==> src/rtl/switch_debouncer.sv <==
// Switch/button conditioner: two-flop synchroniser plus per-bit stability counter,
// producing a debounced level and one-cycle rise/fall pulses. Define DEBOUNCE_TICK_EN to count only on SampleTick.
module switch_debouncer #(
    parameter int WIDTH        = 3,
    parameter int STABLE_COUNT = 16,
    parameter int CNT_W        = 5
) (
    input  logic             CLK,
    input  logic             Reset,
    input  logic [WIDTH-1:0] Raw,
    input  logic             SampleTick,
    output logic [WIDTH-1:0] Level,
    output logic [WIDTH-1:0] Rise,
    output logic [WIDTH-1:0] Fall
);

    localparam logic [CNT_W-1:0] LAST = CNT_W'(STABLE_COUNT - 1);

    logic [WIDTH-1:0] s1;
    logic [WIDTH-1:0] s2;
    logic [CNT_W-1:0] cnt      [WIDTH];
    logic [CNT_W-1:0] cnt_next [WIDTH];
    logic [WIDTH-1:0] level_next;
    logic [WIDTH-1:0] rise_next;
    logic [WIDTH-1:0] fall_next;
    logic             count_en;

`ifdef DEBOUNCE_TICK_EN
    assign count_en = SampleTick;
`else
    logic unused_tick;
    assign unused_tick = SampleTick;
    assign count_en    = 1'b1;
`endif

    // Only s2 is safe to compare against Level; s1 may still be metastable.
    always_comb begin
        cnt_next   = cnt;
        level_next = Level;
        rise_next  = '0;
        fall_next  = '0;
        for (int i = 0; i < WIDTH; i++) begin
            if (s2[i] == Level[i]) begin
                cnt_next[i] = '0;
            end else if (count_en) begin
                if (cnt[i] == LAST) begin
                    level_next[i] = s2[i];
                    rise_next[i]  = s2[i];
                    fall_next[i]  = ~s2[i];
                    cnt_next[i]   = '0;
                end else begin
                    cnt_next[i] = cnt[i] + CNT_W'(1);
                end
            end
        end
    end

    always_ff @(posedge CLK) begin
        if (Reset) begin
            s1    <= '0;
            s2    <= '0;
            Level <= '0;
            Rise  <= '0;
            Fall  <= '0;
            for (int i = 0; i < WIDTH; i++) begin
                cnt[i] <= '0;
            end
        end else begin
            s1    <= Raw;
            s2    <= s1;
            Level <= level_next;
            Rise  <= rise_next;
            Fall  <= fall_next;
            for (int i = 0; i < WIDTH; i++) begin
                cnt[i] <= cnt_next[i];
            end
        end
    end

endmodule

==> config.mk <==
export PLATFORM = sky130hd
export DESIGN_NAME = switch_debouncer
export DESIGN_NICKNAME = d
export VERILOG_FILES = /design/src/rtl/switch_debouncer.sv
export SDC_FILE = /design/constraint.sdc
export NUM_CORES = 1
export LEC_CHECK = 0
export CORE_MARGIN = 3
export CORE_UTILIZATION = 49
export CTS_BUF_LIST = sky130_fd_sc_hd__clkbuf_4 sky130_fd_sc_hd__clkbuf_8
export CTS_CLUSTER_DIAMETER = 200
export CTS_CLUSTER_SIZE = 24
export DETAILED_ROUTE_END_ITERATION = 8
export PLACE_DENSITY = 0.76
export SYNTH_ARGS = -nofsm -noshare
export SYNTH_HDL_FRONTEND = slang
export SYNTH_SLANG_ARGS = --single-unit
==> constraint.sdc <==
create_clock -name CLK -period 1.67 [get_ports CLK]
set_clock_uncertainty 0.15 [all_clocks]
set_input_delay 0.2505 -clock CLK [delete_from_list [all_inputs] [get_ports CLK]]
set_output_delay 0.2505 -clock CLK [all_outputs]
set_load 0.1 [all_outputs]
==> flow_metrics.env <==
export IMPL_status="finished, final reports clean"
export IMPL_cts_tree="built"
export IMPL_syn_avg_cell_area_um2=11.27
export IMPL_hold_class="flip-flop to flip-flop"
export IMPL_drcViolationCount=0
export IMPL_grtUsageTotal_pct=15.50
export IMPL_clockBufferDepth=2
export IMPL_ys_flop_type="dfxtp_1"
export IMPL_cp_end_kind="flip-flop"
export IMPL_path_clk_slew_ns=0.08
export IMPL_wl_per_cell_um=10.36
export IMPL_synth_edf_count=0
export IMPL_synth_top_area_share_pct=56.67
export IMPL_startpoint="cnt[10]$_SDFF_PP0_"
export IMPL_p_leak_uw=0.0005523
export IMPL_setup_viol=0
export IMPL_core_um2=2002
export IMPL_ir_drop_uv=803.2
export IMPL_num_vias=689
export IMPL_seq_area_frac_synth_pct=56.67
export IMPL_numCtsBuffers=5
export IMPL_rows=16
export IMPL_fin_crit_sh_pct=94.51
export IMPL_fmax_mhz=633.6
export IMPL_cp_arrival_ns=1.68
export IMPL_p_switching_uw=247.5
export IMPL_start_util_pct=52.94
export IMPL_dieArea_um2=2757
export IMPL_root_buffer="clkbuf_4"
export IMPL_path_cells="ha_2 -> and3_1 -> ha_1 -> or3_4 -> nor2_1"
export IMPL_ys_seq_elements=30
export IMPL_grt_pass1_wl_um=2953
export IMPL_area_growth_pct=34.47
export IMPL_clock_latency_ns=0.32
export IMPL_regToRegSetupSlack_ns=0.09
export IMPL_rsz0062_at_grt="false"
export IMPL_grt_pass1_vias=710
export IMPL_hold_viol_final=0
export IMPL_final_nets=130
export IMPL_crit_type="flip-flop to flip-flop"
export IMPL_yosysMostFrequentCell="dfxtp_1"
export IMPL_p_per_area_nw_per_um2=851.9
export IMPL_yosys_area_top_type="dfxtp_1"
export IMPL_htree_levels=2
export IMPL_die_x_um=52.51
export IMPL_slew_viol_final=0
export IMPL_whs_ns=0.2650
export IMPL_fin_crit_ns=1.578
export IMPL_drt_initial_drc_count=7
export IMPL_r2r_start="cnt[10]$_SDFF_PP0_"
export IMPL_worst_path_largest_cell_delay_ns=0.37
export IMPL_worstPathBufferInverterCount=0
export IMPL_worstPathRequired_ns=1.77
export IMPL_netlist_area_um2=1060
export IMPL_p_comb_share_pct=3.0
export IMPL_p_int_uw=966.5
export IMPL_synth_warnings=0
export IMPL_slowest_stage="or3_4"
export IMPL_place_congestion=0.6438
export IMPL_start_kind="flip-flop"
export IMPL_worst_pin_slew_ns=0.2596
export IMPL_synthCells=94
export IMPL_min_from="cnt[5]$_SDFF_PP0_"
export IMPL_grt_start_max_net_pins=10
export IMPL_synth_common_cells="dfxtp_1 (30), nor2_1 (18)"
export IMPL_insertedDiodeCount=0
export IMPL_crit_family="simple AND/OR/NAND/NOR gates"
export IMPL_ant_nets=0
export IMPL_vias_per_cell=4.719
export IMPL_p_clk_share_pct=37.0
export IMPL_finalSetupTns_ns=0
export IMPL_grt_overflow_total=0
export IMPL_routed_wl_um=1512
export IMPL_utilization_pct=71.19
export IMPL_synth_distinct_cells=13
export IMPL_yosys_top_cells_area="dfxtp_1 (57%), and4bb_2 (7.1%), ha_1 (7.1%)"
export IMPL_max_slew_margin_pct=82.64
export IMPL_post_cts_setup_buffer_count=0
export IMPL_io_pins=15
export IMPL_maxCapViolations=0
export IMPL_regArea_um2=608.1
export IMPL_fillers=153
export IMPL_io_buffers=13
export IMPL_switching_share_pct=20.39
export IMPL_async_flop_share_pct=0
export IMPL_drive_above_1_share_pct=33.61
export IMPL_syn_nets=106
export IMPL_antenna_found_initial=0
export IMPL_p_seq_share_pct=60.1
export IMPL_die_y_um=52.51
export IMPL_hpwl_um=1086
export IMPL_clkSinkCount=30
export IMPL_drt_first_pass_iters=4
export IMPL_multiInputGateArea_um2=439.2
export IMPL_worstPathMaxFanout=5
-- metal layers --
layer  vias up  global-route usage [%]  share of wire [%]
met2        14                   23.35                 49
met3         4                   8.547                5.2
met5         -                       0                  0
met1       314                   17.52                 44
met4         0                   7.660                1.9
li1        357                       -                  -
-- area by class of cell --
class                   count  area share [%]
well taps                  27           2.370
inverters                   6           1.580
multi-input cells          57           30.82
repair buffers             18           18.09
clock inverters             1          0.3512
clock buffers               7           4.126
flip-flops and latches     30           42.67
-- kinds of logic after synthesis --
| kind of cell | share of synthesized area, % |
|---|---|
| xor+xnor | 7.438 |
| flops | 56.67 |
| fa+ha+maj | 7.084 |
| mux | 2.834 |
| simple gates | 23.38 |
| buf+inv | 2.597 |
-- registers in the layout (all words and copies together), names as in the netlist --
register and count:
s1 3, cnt 15, s2 3, Level 3, Rise 3, Fall 3
-- layout by cell type, fill, tap and decap left out --
cell type        Yosys  routed
nor2_1              18      17
nand3_1              3       3
xor2_1               3       3
nor2b_1              6       6
nor2_2               0       1
mux2i_1              3       3
ha_1                 6       4
clkbuf_8             0       1
or3_4                3       3
dfxtp_2              0       6
clkbuf_4             0       6
clkdlybuf4s50_1      0       4
clkinv_2             0       1
buf_12               0       9
xnor2_1              6       6
and4bb_2             6       6
dfxtp_1             30      24
buf_4                0       5
inv_1                6       6
and3_1               3       3
ha_2                 0       2
-- repair_timing --
action,CTS,global route
hold buffers,0,0
resized for setup,1,5
endpoints found under the setup margin,3,14
pin swaps,1,2
-- power groups by stage --
stage               combinational (µW)  sequential [µW]  clock (µW)
global placement                  34.4              745           0
detailed placement                36.0              746           0
floorplan                         18.6              744           0
CTS                               36.2              729         473
finish                            35.9              729         449
global route                      40.3              731         508
-- per-stage QoR --
| stage | cell area, µm² | total power, µW | setup WS (ns) | cells |
|---|---|---|---|---|
| final | 1425 | 1214 | 0.09168 | 146 |
| after floorplan | 1064 | 763.0 | 0.06371 | 94 |
| after global placement | 1350 | 779.7 | 0.03034 | 138 |
| after global routing | 1425 | 1280 | 0.008893 | 146 |
| after CTS | 1416 | 1238 | 0.02784 | 146 |
| after detailed placement | 1350 | 781.7 | 0.01107 | 138 |
-- final timing paths --
path                                      endpoint  depth (start not counted)
worst max-delay path            cnt[12]$_SDFF_PP0_                          5
worst min-delay path             cnt[5]$_SDFF_PP0_                          1
worst max register to register  cnt[12]$_SDFF_PP0_                          5
worst min register to register   cnt[5]$_SDFF_PP0_                          1
(Power assumes the default switching activity.)
